`src/rtl/alu_pkg.sv`:
```
// Shared opcode, status-bit and FSM definitions for the ALU arbiter slice.
// Latency helper maps an opcode to the number of cycles operands are held.
package alu_pkg;

  localparam logic [3:0] OP_AND  = 4'd0;
  localparam logic [3:0] OP_OR   = 4'd1;
  localparam logic [3:0] OP_ADD  = 4'd2;
  localparam logic [3:0] OP_DIV  = 4'd4;
  localparam logic [3:0] OP_MUL  = 4'd5;
  localparam logic [3:0] OP_SUB  = 4'd6;
  localparam logic [3:0] OP_SLT  = 4'd7;
  localparam logic [3:0] OP_SLL  = 4'd8;
  localparam logic [3:0] OP_SRL  = 4'd9;
  localparam logic [3:0] OP_XOR  = 4'd10;
  localparam logic [3:0] OP_NOR  = 4'd11;
  localparam logic [3:0] OP_ADDI = 4'd12;
  localparam logic [3:0] OP_ADDU = 4'd13;

  localparam int ST_ZERO   = 7;
  localparam int ST_MULOVF = 6;
  localparam int ST_CARRY  = 5;
  localparam int ST_NEG    = 4;
  localparam int ST_ALIGN  = 3;
  localparam int ST_DIV0   = 2;

  // Exception bits that accumulate into the sticky register: mulovf, carry, align, div0.
  localparam logic [7:0] STICKY_MASK = 8'h6C;

  localparam logic [3:0] CTRL_RESET = 4'd15;
  localparam int         CNT_W      = 16;

  typedef enum logic {
    IDLE = 1'b0,
    BUSY = 1'b1
  } state_t;

  function automatic logic [CNT_W-1:0] op_cycles(input logic [3:0] ctl,
                                                 input int mul_c,
                                                 input int div_c);
    if (ctl == OP_MUL) return CNT_W'(mul_c);
    if (ctl == OP_DIV) return CNT_W'(div_c);
    return CNT_W'(1);
  endfunction

endpackage

```
`src/rtl/alu_arbiter_rr_arb2.sv`:
```
// Two-input round-robin grant. On a tie the requester that did not win last
// time gets the grant; the pointer moves whenever a grant is issued.
module rr_arb2 (
  input  logic       clk,
  input  logic       rst,
  input  logic [1:0] i_valid,
  input  logic       i_enable,
  output logic [1:0] o_grant
);

  logic r_last_grant;

  always_comb begin
    o_grant = 2'b00;
    if (i_enable) begin
      case (i_valid)
        2'b01:   o_grant = 2'b01;
        2'b10:   o_grant = 2'b10;
        2'b11:   o_grant = r_last_grant ? 2'b01 : 2'b10;
        default: o_grant = 2'b00;
      endcase
    end
  end

  // Reset to 1 so requester 0 wins the first tie.
  always_ff @(posedge clk or posedge rst) begin
    if (rst) begin
      r_last_grant <= 1'b1;
    end else if (|o_grant) begin
      r_last_grant <= o_grant[1];
    end
  end

endmodule

```
`src/rtl/alu_arbiter.sv`:
```
// Shares one external combinational ALU between two valid/ready requesters,
// holds operands for a per-opcode latency, and returns a registered result.
//
// Handshake: a transfer happens on a rising edge where req_valid[i] and
// req_ready[i] are both high; req_ready is only ever offered in IDLE, and a
// requester must hold valid and payload stable until it sees ready.
module alu_arbiter
  import alu_pkg::*;
#(
  parameter int MUL_CYCLES = 3,
  parameter int DIV_CYCLES = 8
) (
  input  logic        clk,
  input  logic        rst,
  input  logic [1:0]  req_valid,
  output logic [1:0]  req_ready,
  input  logic [3:0]  req_control0,
  input  logic [3:0]  req_control1,
  input  logic [31:0] req_a0,
  input  logic [31:0] req_a1,
  input  logic [31:0] req_b0,
  input  logic [31:0] req_b1,
  output logic [1:0]  rsp_valid,
  output logic [31:0] rsp_result,
  output logic [7:0]  rsp_status,
  output logic        busy,
  output logic [3:0]  alu_control,
  output logic [31:0] alu_a,
  output logic [31:0] alu_b,
  input  logic [31:0] alu_result,
  input  logic [7:0]  alu_status,
  output logic [7:0]  sticky_status,
  input  logic        sticky_clr
);

  state_t           r_state;
  logic [CNT_W-1:0] r_cnt;
  logic             r_grant_id;

  logic [1:0]  w_grant;
  logic        w_fire;
  logic        w_sel;
  logic [3:0]  w_ctl;
  logic [31:0] w_a;
  logic [31:0] w_b;
  logic        w_capture;
  logic [7:0]  w_sticky_base;

  rr_arb2 u_arb (
    .clk      (clk),
    .rst      (rst),
    .i_valid  (req_valid),
    .i_enable (r_state == IDLE),
    .o_grant  (w_grant)
  );

  assign req_ready = (r_state == IDLE) ? w_grant : 2'b00;
  assign busy      = (r_state == BUSY);

  // Grants only exist for valid requesters, so any ready bit is a transfer.
  assign w_fire = |req_ready;
  assign w_sel  = req_ready[1];
  assign w_ctl  = w_sel ? req_control1 : req_control0;
  assign w_a    = w_sel ? req_a1 : req_a0;
  assign w_b    = w_sel ? req_b1 : req_b0;

  assign w_capture     = (r_state == BUSY) && (r_cnt == '0);
  assign w_sticky_base = sticky_clr ? 8'h00 : sticky_status;

  always_ff @(posedge clk or posedge rst) begin
    if (rst) begin
      r_state       <= IDLE;
      r_cnt         <= '0;
      r_grant_id    <= 1'b0;
      rsp_valid     <= 2'b00;
      rsp_result    <= 32'd0;
      rsp_status    <= 8'd0;
      sticky_status <= 8'd0;
      alu_control   <= CTRL_RESET;
      alu_a         <= 32'd0;
      alu_b         <= 32'd0;
    end else begin
      rsp_valid <= 2'b00;

      // A clear coinciding with a capture still keeps the newly captured bits.
      if (w_capture) begin
        sticky_status <= w_sticky_base | (alu_status & STICKY_MASK);
      end else if (sticky_clr) begin
        sticky_status <= 8'h00;
      end

      case (r_state)
        IDLE: begin
          if (w_fire) begin
            alu_control <= w_ctl;
            alu_a       <= w_a;
            alu_b       <= w_b;
            r_grant_id  <= w_sel;
            r_cnt       <= op_cycles(w_ctl, MUL_CYCLES, DIV_CYCLES) - CNT_W'(1);
            r_state     <= BUSY;
          end
        end
        BUSY: begin
          if (r_cnt != '0) begin
            r_cnt <= r_cnt - CNT_W'(1);
          end else begin
            rsp_result <= alu_result;
            rsp_status <= alu_status;
            rsp_valid  <= r_grant_id ? 2'b10 : 2'b01;
            r_state    <= IDLE;
          end
        end
        default: r_state <= IDLE;
      endcase
    end
  end

endmodule
```
`config.mk`:
```
export PLATFORM = sky130hd
export DESIGN_NAME = alu_arbiter
export DESIGN_NICKNAME = d
export VERILOG_FILES = /design/src/rtl/alu_pkg.sv /design/src/rtl/alu_arbiter_rr_arb2.sv /design/src/rtl/alu_arbiter.sv
export SDC_FILE = /design/constraint.sdc
export NUM_CORES = 1
export LEC_CHECK = 0
export CORE_AREA = 4 4 116 118
export DETAILED_ROUTE_END_ITERATION = 7
export DIE_AREA = 0 0 120 122
export DONT_BUFFER_PORTS = 1
export GPL_ROUTABILITY_DRIVEN = 0
export PLACE_DENSITY = 0.66
export SYNTH_ARGS = -nofsm -noshare
export SYNTH_HDL_FRONTEND = slang
export SYNTH_SLANG_ARGS = --single-unit
```
`constraint.sdc`:
```
create_clock -name clk -period 6.2 [get_ports clk]
set_input_delay 1.55 -clock clk [delete_from_list [all_inputs] [get_ports clk]]
set_output_delay 1.55 -clock clk [all_outputs]
set_load 0.1 [all_outputs]
```
== Word-level counts from Yosys, hierarchy flattened ==
Cells that the tools add are included.
Word-level totals
  flip-flop bits (word level): 137
  bits of input ports: 181
  word-level logic and storage cells: 62
Operators by class
  add/sub/neg operators: 2
  eq/ne operators: 7
  multiplexer cells: 31
  bitwise logic cells: 3
  reduce and logical (&&, ||, !) cells: 8
Operators by type and width (number)
  16-bit 2-to-1 mux: 8
  32-bit 2-to-1 mux: 2
  16-bit one-hot mux with 2 select lines: 1
  16-bit by 1-bit subtractor with 16-bit output, second input constant: 2
  16-bit logical NOT: 1
  8-bit 2-to-1 mux: 2
  16-bit nonzero test: 1
  2-bit 2-to-1 mux: 6
  1-bit 2-to-1 mux: 9
  4-bit by 3-bit == test with 1-bit output, second input constant: 2
  8-bit by 7-bit bitwise OR with 8-bit output: 1
  2-bit one-hot mux with 3 select lines: 1
  2-bit AND reduction: 3
  2-bit == test, second input constant: 2
  4-bit 2-to-1 mux: 1
  2-bit OR reduction: 2
  2-bit by 1-bit == test with 1-bit output, second input constant: 1
  2-bit by 1-bit != test with 1-bit output, second input constant: 1
  2-bit != test, second input constant: 1
  1-bit inverter: 2
  1-bit one-hot mux with 2 select lines: 1
  1-bit logical AND: 1

== Logic depth before layout (Yosys ltp) ==
  word-level depth: 19
  depth in mapped cells: 12
  mapped depth without buffers: 11

== Modules after synthesis ==
Synthesis repeated with hierarchy kept, for this count alone.
Second synthesis, totals
  cell total of the unflattened synthesis: 539
  area, all modules: 5952.0 µm²
By module, submodules not included
  alu_arbiter: instances 1, cells an instance 530, area each 5885.6 µm², seq. area each 3308.2 µm²
  rr_arb2: instances 1, cells an instance 9, area each 66.3 µm², seq. area each 26.3 µm²

== Worst setup path before layout ==
No wires, ideal clock.
  path kind: input to output
  start: input req_valid[1]
  end: output req_ready[0]
  arrival: 3.073 ns
  data required time: 4.650 ns
  setup slack: 1.577 ns
  cell stages on the path: 4
  buffers on the path: 2
  path through: nand2b_1 -> and3_1 -> clkbuf_1 -> clkbuf_1
Between the ends
  word-level cells in the longest chain between the ends: 4
  elaborated cells between the ends (all ways): 6
  classes of those cells: eq/ne (3); mux (3)
Ends and longest elaborated chain
  start, declared: RTL line alu_arbiter.sv:15  | input logic [1:0] req_valid,
  2-bit == test / 2-bit by 1-bit == test with 1-bit output (equally long branches): RTL line alu_arbiter_rr_arb2.sv:16  | case (i_valid)
  2-bit one-hot mux with 3 select lines *: RTL line alu_arbiter_rr_arb2.sv:16
  2-bit 2-to-1 mux *: RTL line alu_arbiter_rr_arb2.sv:15  | if (i_enable) begin
  2-bit 2-to-1 mux *: RTL line alu_arbiter.sv:57  | assign req_ready = (r_state == IDLE) ? w_grant : 2'b00;
  end, declared: RTL line alu_arbiter.sv:16  | output logic [1:0] req_ready,
Mark *: on every way between the ends. The rest lies on a longest branch, timed or not.

== Final worst setup path ==
Ends and elaborated chain as after synthesis.

==> impl_metrics.json <==
{
  "status": "complete, but fails checks",
  "violations": "DRC",
  "min_path_type": "reg2reg",
  "fin_tns_setup_ns": 0,
  "cp_max_fo": 66,
  "cts_sinks": 133,
  "layout_common_cells": "135 x nand2_1, 128 x dfrtp_1, 71 x inv_1",
  "gr-total-overflow": 0,
  "tightest_slew_ns": 0.977,
  "cts_tree": "yes",
  "max_stage_delay_ns": 0.82,
  "numCtsBuffers": 17,
  "avgViaCountPerCell": 5.96,
  "via_count": 4288,
  "synth_edf_count": 0,
  "nets": 716,
  "rrSetupSlack_ns": 2.74,
  "dp_hpwl_mm": 11.2,
  "fmax_mhz": 251,
  "slowest_stage": "and3_4",
  "final_common_cell": "nand2_1",
  "insertion_delay_ns": 0.41,
  "die_y_um": 122,
  "worstSetupEndpointType": "primary output",
  "min_period_over_period_pct": 64.4,
  "antennaDiodeCount": 0,
  "routed_wl_mm": 15.2,
  "worstSetupPathType": "in2out",
  "htree_levels": 4,
  "drt_pass1_iterations": 8,
  "max_cap_violations": 0,
  "core-area_um2": 12500,
  "yosysSeqAreaShare_pct": 59.6,
  "first_global_vias": 4330,
  "cp_cell_sequence": "nand2b_1 > and3_4",
  "arrival_ns": 2.44,
  "post_cts.repair.setup_buffers": 0,
  "post_drt_wl_per_cell_um": 21.2,
  "clk_path_buf_depth": 2,
  "slew_headroom_pct": 34.8,
  "syn2layout_area_growth_pct": 12.4,
  "yosysUniqueCellTypes": 52,
  "rows": 41,
  "start_kind": "primary input",
  "drive_gt1_share_pct": 8.59,
  "hold_violations": 0,
  "path_delay_family": "simple AND/OR/NAND/NOR gates",
  "ys_warn_count": 0,
  "ys_ff_latch": 133,
  "fin_crit_ns": 3.99,
  "io_pins": 302,
  "drt_iter0_markers": 717,
  "io_buffers": 0,
  "setup_violations": 0,
  "required_ns": 4.65,
  "crit_buf_inv": 0,
  "synth_cells": 544,
  "syn-cell-area_um2": 5600,
  "grt_pass1_wl_mm": 23.4,
  "synth_ff_type": "dfrtp_1",
  "floorplan.initialDensity_pct": 44.9,
  "track_usage_pct": 20.7,
  "grt_max_degree": 76,
  "grt_setup_unrepaired": "false",
  "fin_skew_ns": 0.0109,
  "dieArea_um2": 14600,
  "cts_root_buf": "clkbuf_16",
  "maxSlewViolCount": 0,
  "drcViolationCount": 31,
  "holdBufCountCts": 0,
  "cts_resized": 0,
  "clkSlewWorstSetupHoldPaths_ns": 0.05,
  "die_w_um": 120,
  "antenna_left": 0,
  "postSynthAreaPerCell_um2": 10.3,
  "antenna_found_initial": 0,
  "async_flop_share_pct": 100
}
-- state kept, by name, indices dropped and copies added (netlist names) --
register / cells
alu_a: 32
alu_b: 32
rsp_result: 32
r_cnt: 16
rsp_status: 8
alu_control: 4
sticky_status: 4
rsp_valid: 2
busy: 1
r_grant_id: 1
u_arb.r_last_grant: 1
-- Yosys cell counts, types with 2 or more instances --
library cell,instances,area (um^2)
a211oi_1,3,22.5
xnor2_1,4,35.0
buf_4,7,52.6
nor3b_1,2,15.0
clkbuf_1,21,78.8
dfrtp_1,128,3200
a222oi_1,64,641
nor4_1,4,25.0
nand2_1,135,507
nand3_1,3,15.0
o21ai_1,3,15.0
mux2i_1,3,30.0
nor2_1,10,37.5
inv_1,72,270
and3_1,3,18.8
o31ai_1,5,37.5
nor3_1,4,20.0
o22ai_1,2,12.5
and2_1,2,12.5
nand2b_1,2,12.5
buf_1,6,22.5
nand4_1,2,12.5
a21oi_1,12,60.1
or3_1,2,12.5
or4_1,3,22.5
buf_2,5,25.0
o21ai_0,8,40.0
dfstp_2,5,131
-- stage by stage --
stage	area (um^2)	hold slack, ns	util [%]	setup WS [ns]	instances
6_report	6290	0.500	50.5	2.21	719
5_1_grt	6290	0.531	50.5	2.12	719
4_1_cts	6290	0.504	50.5	2.24	719
3_5_place_dp	5720	0.491	45.9	1.95	687
3_3_place_gp	5720	0.496	45.9	2.00	687
2_1_floorplan	5610	0.418	-	1.10	547
-- final cells by class --
class                   instances  area, um^2
flip-flops and latches        133        3330
repair buffers                  8        60.1
multi-input cells             301        1830
clock buffers                  27         493
inverters                      73         277
well taps                     172         215
clock inverters                 5        77.6
fillers                      1135        6180
-- worst reg2reg max path: stages, from the launching register on --
cell and delay, ns:
dfrtp_1 0.58, nand2b_1 0.30, nor2_4 0.61, nor4bb_1 0.12
a41oi_1 0.20, nor4_1 0.08, a21oi_1 0.16, ha_1 0.31
nand2_1 0.16, nor2_1 0.41, a21oi_1 0.14, a311oi_1 0.28
-- layer usage --
layer	vias to the layer above	share of wire [%]	GRT usage, %
li1	1887	-	-
met1	2099	37	25.4
met2	281	53	34.6
met3	21	8.3	7.24
met4	0	1.5	6.66
met5	-	0	0
-- worst paths after layout --
kind / startpoint / endpoint / cells after the start
max in group asynchronous: rst / alu_a[25] / 2
hold / removal: r_cnt[3] / r_cnt[3] / 2
hold reg to reg: r_cnt[3] / r_cnt[3] / 2
setup reg to reg: busy / r_cnt[4] / 11
setup / recovery: req_valid[1] / req_ready[0] / 2
min in group asynchronous: rst / rsp_result[21] / 1
-- kinds of logic (layout without fill, tap and decap cells) --
kind of cell    count (synthesis)  count (layout)  synth area share (%)
simple gates                  180             180                  14.1
flops                         133             133                  59.6
buf+inv                       113             113                  8.29
compound gates                108             108                  16.4
xor+xnor                        4               4                 0.626
mux                             4               4                 0.738
fa+ha+maj                       1               1                 0.224
other cells                     1               4                0.0670
Power is not shown: default switching activity piles up to over one toggle a cycle in this logic, so the estimate is an artifact.
